### config.mk
export PLATFORM = sky130hd
export DESIGN_NAME = lcd_seq
export DESIGN_NICKNAME = d
export VERILOG_FILES = /design/src/rtl/lcd_seq.sv
export SDC_FILE = /design/constraint.sdc
export NUM_CORES = 1
export LEC_CHECK = 0
export BUFFER_PORTS_ARGS = -buffer_cell sky130_fd_sc_hd__buf_2
export CAP_MARGIN = 15
export CORE_AREA = 2 2 169 171
export CTS_CLUSTER_SIZE = 14
export DETAILED_ROUTE_END_ITERATION = 12
export DIE_AREA = 0 0 171 173
export PLACE_DENSITY = 0.8
export SLEW_MARGIN = 20
export SYNTH_ARGS = -nofsm -noshare
export SYNTH_HDL_FRONTEND = slang
export SYNTH_SLANG_ARGS = --single-unit
### constraint.sdc
create_clock -name clk -period 3.48 [get_ports clk]
set_input_delay 1.044 -clock clk [delete_from_list [all_inputs] [get_ports clk]]
set_output_delay 1.044 -clock clk [all_outputs]
set_load 0.02 [all_outputs]
### src/rtl/lcd_seq.sv
// Two-requester LCD write sequencer: round-robin grant, then poll the LCD ready
// bit, write up to five message words and one instruction word over Wishbone.
module lcd_seq #(
   parameter logic [31:0] BASE_ADR     = 32'hF001_0000,
   parameter int unsigned POLL_TIMEOUT = 65535
) (
   input  logic         clk,
   input  logic         reset,
   input  logic [1:0]   req_i,
   input  logic [159:0] msg0_i,
   input  logic [159:0] msg1_i,
   input  logic [1:0]   ins0_i,
   input  logic [1:0]   ins1_i,
   output logic [1:0]   gnt_o,
   output logic [1:0]   done_o,
   output logic [1:0]   err_o,
   output logic         busy_o,
   output logic         wb_cyc_o,
   output logic         wb_stb_o,
   output logic         wb_we_o,
   output logic [31:0]  wb_adr_o,
   output logic [3:0]   wb_sel_o,
   output logic [31:0]  wb_dat_o,
   input  logic [31:0]  wb_dat_i,
   input  logic         wb_ack_i
);

   // state    | meaning
   // IDLE     | waiting for a request, arbitrates round-robin
   // POLL     | reading the status word until the ready bit is set
   // WR_DATA  | writing the five captured message words
   // WR_INS   | writing the instruction word (clear / change-row)
   // FIN      | done pulse, back to IDLE next cycle
   typedef enum logic [2:0] {ST_IDLE, ST_POLL, ST_WR_DATA, ST_WR_INS, ST_FIN} state_t;

   localparam logic [31:0] TMO_LAST = 32'(POLL_TIMEOUT - 1);

   state_t         state_q, state_d;
   logic           last_q, last_d;
   logic           cur_q, cur_d;
   logic [1:0]     gnt_q, gnt_d;
   logic [159:0]   msg_q, msg_d;
   logic           clr_q, clr_d;
   logic           chrow_q, chrow_d;
   logic [2:0]     idx_q, idx_d;
   logic [31:0]    tmo_q, tmo_d;
   logic           stb_q, stb_d;
   logic           we_q, we_d;
   logic [31:0]    adr_q, adr_d;
   logic [3:0]     sel_q, sel_d;
   logic [31:0]    dat_q, dat_d;
   logic [1:0]     done_q, done_d;
   logic [1:0]     err_q, err_d;

   logic           launch;
   logic           l_we;
   logic [31:0]    l_adr;
   logic [31:0]    l_dat;
   logic           win;
   logic           unused_dat;

   assign unused_dat = ^wb_dat_i[31:1];

   function automatic logic [31:0] msg_word(input logic [159:0] m, input logic [2:0] i);
      case (i)
         3'd0:    msg_word = m[159:128];
         3'd1:    msg_word = m[127:96];
         3'd2:    msg_word = m[95:64];
         3'd3:    msg_word = m[63:32];
         default: msg_word = m[31:0];
      endcase
   endfunction

   always_comb begin
      state_d = state_q;
      last_d  = last_q;
      cur_d   = cur_q;
      gnt_d   = gnt_q;
      msg_d   = msg_q;
      clr_d   = clr_q;
      chrow_d = chrow_q;
      idx_d   = idx_q;
      tmo_d   = tmo_q;
      stb_d   = stb_q;
      we_d    = we_q;
      adr_d   = adr_q;
      sel_d   = sel_q;
      dat_d   = dat_q;
      done_d  = 2'b00;
      err_d   = 2'b00;
      launch  = 1'b0;
      l_we    = 1'b0;
      l_adr   = BASE_ADR;
      l_dat   = 32'd0;
      win     = 1'b0;

      // A new transfer is only launched while stb is low, which yields the
      // one-cycle idle gap between back-to-back transfers.
      case (state_q)
         ST_IDLE: begin
            if (req_i != 2'b00) begin
               win              = (req_i == 2'b11) ? ~last_q : req_i[1];
               cur_d            = win;
               gnt_d            = win ? 2'b10 : 2'b01;
               msg_d            = win ? msg1_i : msg0_i;
               {chrow_d, clr_d} = win ? ins1_i : ins0_i;
               tmo_d            = 32'd0;
               state_d          = ST_POLL;
               launch           = 1'b1;
            end
         end
         ST_POLL: begin
            tmo_d = tmo_q + 32'd1;
            if (tmo_q == TMO_LAST) begin
               stb_d   = 1'b0;
               err_d   = gnt_q;
               gnt_d   = 2'b00;
               state_d = ST_IDLE;
            end else if (!stb_q) begin
               launch = 1'b1;
            end else if (wb_ack_i) begin
               stb_d = 1'b0;
               if (wb_dat_i[0]) begin
                  idx_d   = 3'd0;
                  state_d = clr_q ? ST_WR_INS : ST_WR_DATA;
               end
            end
         end
         ST_WR_DATA: begin
            if (!stb_q) begin
               launch = 1'b1;
               l_we   = 1'b1;
               l_adr  = BASE_ADR + 32'd4 + {27'd0, idx_q, 2'b00};
               l_dat  = msg_word(msg_q, idx_q);
            end else if (wb_ack_i) begin
               stb_d = 1'b0;
               if (idx_q == 3'd4) state_d = ST_WR_INS;
               else               idx_d   = idx_q + 3'd1;
            end
         end
         ST_WR_INS: begin
            if (!stb_q) begin
               launch = 1'b1;
               l_we   = 1'b1;
               l_adr  = BASE_ADR + 32'h18;
               l_dat  = {27'd0, chrow_q, 2'b00, clr_q, ~clr_q};
            end else if (wb_ack_i) begin
               stb_d   = 1'b0;
               done_d  = gnt_q;
               gnt_d   = 2'b00;
               last_d  = cur_q;
               state_d = ST_FIN;
            end
         end
         ST_FIN:  state_d = ST_IDLE;
         default: state_d = ST_IDLE;
      endcase

      if (launch) begin
         stb_d = 1'b1;
         we_d  = l_we;
         adr_d = l_adr;
         sel_d = 4'hF;
         dat_d = l_dat;
      end
   end

   always_ff @(posedge clk) begin
      if (!reset) begin
         state_q <= ST_IDLE;
         last_q  <= 1'b1;
         cur_q   <= 1'b0;
         gnt_q   <= 2'b00;
         msg_q   <= '0;
         clr_q   <= 1'b0;
         chrow_q <= 1'b0;
         idx_q   <= 3'd0;
         tmo_q   <= 32'd0;
         stb_q   <= 1'b0;
         we_q    <= 1'b0;
         adr_q   <= 32'd0;
         sel_q   <= 4'h0;
         dat_q   <= 32'd0;
         done_q  <= 2'b00;
         err_q   <= 2'b00;
      end else begin
         state_q <= state_d;
         last_q  <= last_d;
         cur_q   <= cur_d;
         gnt_q   <= gnt_d;
         msg_q   <= msg_d;
         clr_q   <= clr_d;
         chrow_q <= chrow_d;
         idx_q   <= idx_d;
         tmo_q   <= tmo_d;
         stb_q   <= stb_d;
         we_q    <= we_d;
         adr_q   <= adr_d;
         sel_q   <= sel_d;
         dat_q   <= dat_d;
         done_q  <= done_d;
         err_q   <= err_d;
      end
   end

   assign gnt_o    = gnt_q;
   assign done_o   = done_q;
   assign err_o    = err_q;
   assign busy_o   = (state_q != ST_IDLE);
   assign wb_cyc_o = stb_q;
   assign wb_stb_o = stb_q;
   assign wb_we_o  = we_q;
   assign wb_adr_o = adr_q;
   assign wb_sel_o = sel_q;
   assign wb_dat_o = dat_q;

endmodule

==> flow_metrics.env <==
export IMPL_coreArea_sq_um=27600
export IMPL_grt_pass1_vias=11759
export IMPL_ys_async_sr_fraction=0
export IMPL_num_vias=12506
export IMPL_cts_resized=0
export IMPL_synth_area_leader_cell="dfxtp_1"
export IMPL_antenna_found_initial=19
export IMPL_crit_required_ps=2440
export IMPL_muxShareOfSynthArea=0.00736
export IMPL_ys_flop_type="dfxtp_1"
export IMPL_rows=61
export IMPL_top_usage_layer="met2"
export IMPL_synth_simple_area_share=0.243
export IMPL_syn_inst=1499
export IMPL_maxSlewViolCount=0
export IMPL_setup_violations=0
export IMPL_synth_compound_area_frac=0.251
export IMPL_path_cells="nor3_1, inv_1, buf_2"
export IMPL_grt_overflow_total=0
export IMPL_synth_top_family_by_area="compound AO/OA/AOI/OAI gates"
export IMPL_tns_ps=0
export IMPL_drt_pass1_iter_count=5
export IMPL_startpoint_type="register"
export IMPL_synth_xor_area_frac=0.000746
export IMPL_clockBufferDepth=3
export IMPL_syn_to_final_growth_pct=26.3
export IMPL_synth_common_cells="nand2_1 (391), dfxtp_1 (247), nor2_1 (193), a311oi_1 (163), clkbuf_1 (112)"
export IMPL_final_antenna_net_count=0
export IMPL_synth_area_sq_um=11700
export IMPL_fin_hold_ws_ps=462
export IMPL_clkSinkCount=247
export IMPL_ys_warn_count=0
export IMPL_synth_area_leaders="dfxtp_1 (42%), nand2_1 (13%), a311oi_1 (12%)"
export IMPL_grt_util_met2=0.439
export IMPL_grt_first_pass_wirelength_mm=63.1
export IMPL_wl_mm=41.7
export IMPL_timing_final_crit_share=0.787
export IMPL_p_leak_nw=6.39
export IMPL_cellPowerDensity_nw_per_um2=718
export IMPL_vdd_drop_max_v=0.000378
export IMPL_synth_cell_type_count=60
export IMPL_critPathKind="register to primary output"
export IMPL_crit_buf_inv=2
export IMPL_min_period_ps=2740
export IMPL_drc=0
export IMPL_die_w_um=171
export IMPL_cts_hold_buf=0
export IMPL_start_util=0.425
export IMPL_slowest_delay_ps=460
export IMPL_run_status="finished, final reports clean"
export IMPL_grt_max_degree=176
export IMPL_gp_congestion=0.901
export IMPL_numPortBuffers=384
export IMPL_max_freq_mhz=365
export IMPL_clk_latency_ps=560
export IMPL_post_cts_buffers=0
export IMPL_numCtsBuffers=28
export IMPL_synth_edf_count=0
export IMPL_die_area_sq_um=29600
export IMPL_drt_initial_drc_count=1127
export IMPL_via_per_inst=5.65
export IMPL_h_tree_depth=1
export IMPL_use_met1=0.336
export IMPL_rsz0062_at_grt="no"
export IMPL_ys_seq_elements=247
export IMPL_yosysSeqAreaShare=0.421
export IMPL_cp_slowest_cell="dfxtp_1"
export IMPL_worstMarginPinSlew_ps=1130
export IMPL_layout_drive_gt1_share=0.265
export IMPL_synth_top_area_frac=0.421
export IMPL_synth_adder_area_share=0.00746
export IMPL_max_cap_violations=0
export IMPL_dpl_hpwl_mm=29.4
export IMPL_finClkSkew_ps=27.0
export IMPL_slew_headroom=0.245
export IMPL_critical_path_top_delay_family="flip-flops"
export IMPL_avgRoutedWirePerCell_um=18.8
export IMPL_crit_fanout=15
export IMPL_arrival_ps=1690
export IMPL_die_height_um=173
export IMPL_yosysMostFrequentCell="nand2_1"
export IMPL_grt_util_met3=0.0485
export IMPL_io_pins=439
export IMPL_end_kind="primary output"
export IMPL_hold_class="register to register"
export IMPL_postSynthAreaPerCell_sq_um=7.83
export IMPL_clkTransAtPathRegs_ps=60
export IMPL_fin_nets=2168
export IMPL_root_buffer="clkbuf_16"
export IMPL_finalHoldViolations=0
export IMPL_cts_tree="done"
export IMPL_grt_usage=0.269
export IMPL_fill_cells=2659
[report_power, final]
part / total (mW) / switching [mW] / internal (mW) / leakage (nW)
clock network: 3.11 / 1.21 / 1.90 / 0.477
logic: 3.37 / 2.10 / 1.27 / 3.88
registers: 4.17 / 0.574 / 3.59 / 2.03
[cell usage in the layout, fill, tap and decap left out, drive strengths merged, types with 23 or more instances in the layout]
master / netlist / layout
a21oi: 67 / 67
a22oi: 60 / 60
a311oi: 163 / 163
buf: 50 / 411
clkbuf: 112 / 39
conb: 1 / 23
dfxtp: 247 / 247
nand2: 392 / 392
nor2: 193 / 193
o2bb2ai: 37 / 37
[area by class of cell]
| type | count | area (sq um) | share of cell area |
|---|---|---|---|
| Antenna cell | 16 | 40.0 | 0.00270 |
| Clock buffer | 39 | 802 | 0.0541 |
| Clock inverter | 11 | 169 | 0.0114 |
| Inverter | 10 | 42.5 | 0.00287 |
| Multi-Input combinational cell | 1102 | 6120 | 0.413 |
| Sequential cell | 247 | 4940 | 0.334 |
| Tap cell | 378 | 473 | 0.0319 |
| Timing Repair Buffer | 411 | 2240 | 0.151 |
[flip-flops by register name, indices dropped and copies added, names as in the netlist, 2 cells and up]
| register | count |
|---|---|
| state_q | 3 |
| wb_dat_o | 32 |
| idx_q | 3 |
| tmo_q | 32 |
| gnt_o | 2 |
| wb_adr_o | 5 |
| err_o | 2 |
| msg_q | 160 |
| done_o | 2 |
[final timing paths]
path | startpoint | end | slack [ps] | cells past startpoint
worst max-delay path | state_q[0] | busy_o | 740 | 3
worst min-delay path | wb_dat_o[3] | wb_dat_o[3] | 460 | 1
worst max register to register | idx_q[0] | wb_dat_o[25] | 850 | 7
worst min register to register | wb_dat_o[3] | wb_dat_o[3] | 460 | 1
[metrics by stage]
step / power, mW / std cells / utilization / setup WS [ps] / instance area [sq um]
floorplan: 6.44 / 1521 / - / 946 / 11800
global placement: 7.43 / 2148 / 0.500 / 585 / 13800
detailed placement: 7.53 / 2148 / 0.500 / 564 / 13800
CTS: 10.6 / 2198 / 0.535 / 751 / 14800
global route: 11.3 / 2211 / 0.536 / 654 / 14800
finish: 10.6 / 2214 / 0.537 / 741 / 14800
[logic make-up (layout without fill, tap and decap cells)]
logic type / after synthesis / count (layout)
compound gates: 381 / 381
fa+ha+maj: 7 / 7
other cells: 1 / 39
simple gates: 682 / 682
buf+inv: 172 / 471
flops: 247 / 247
mux: 8 / 8
xor+xnor: 1 / 1
[worst register-to-register path, delay by kind of cell (launching register included)]
kind / cells / cell delay (ps)
and+or+nand+nor: 1 / 430
AOI/OAI and AO/OA: 3 / 940
buffers and inverters: 2 / 520
adders and majority gates: 1 / 260
DFF: 1 / 420
[layer usage]
layer | wire length (um) | part of all wire
met2 | 19800 | 0.48
met5 | 43 | 0.0010
met4 | 1980 | 0.047
met3 | 3540 | 0.085
met1 | 16300 | 0.39
No activity file was read; power rests on OpenSTA's default activity.
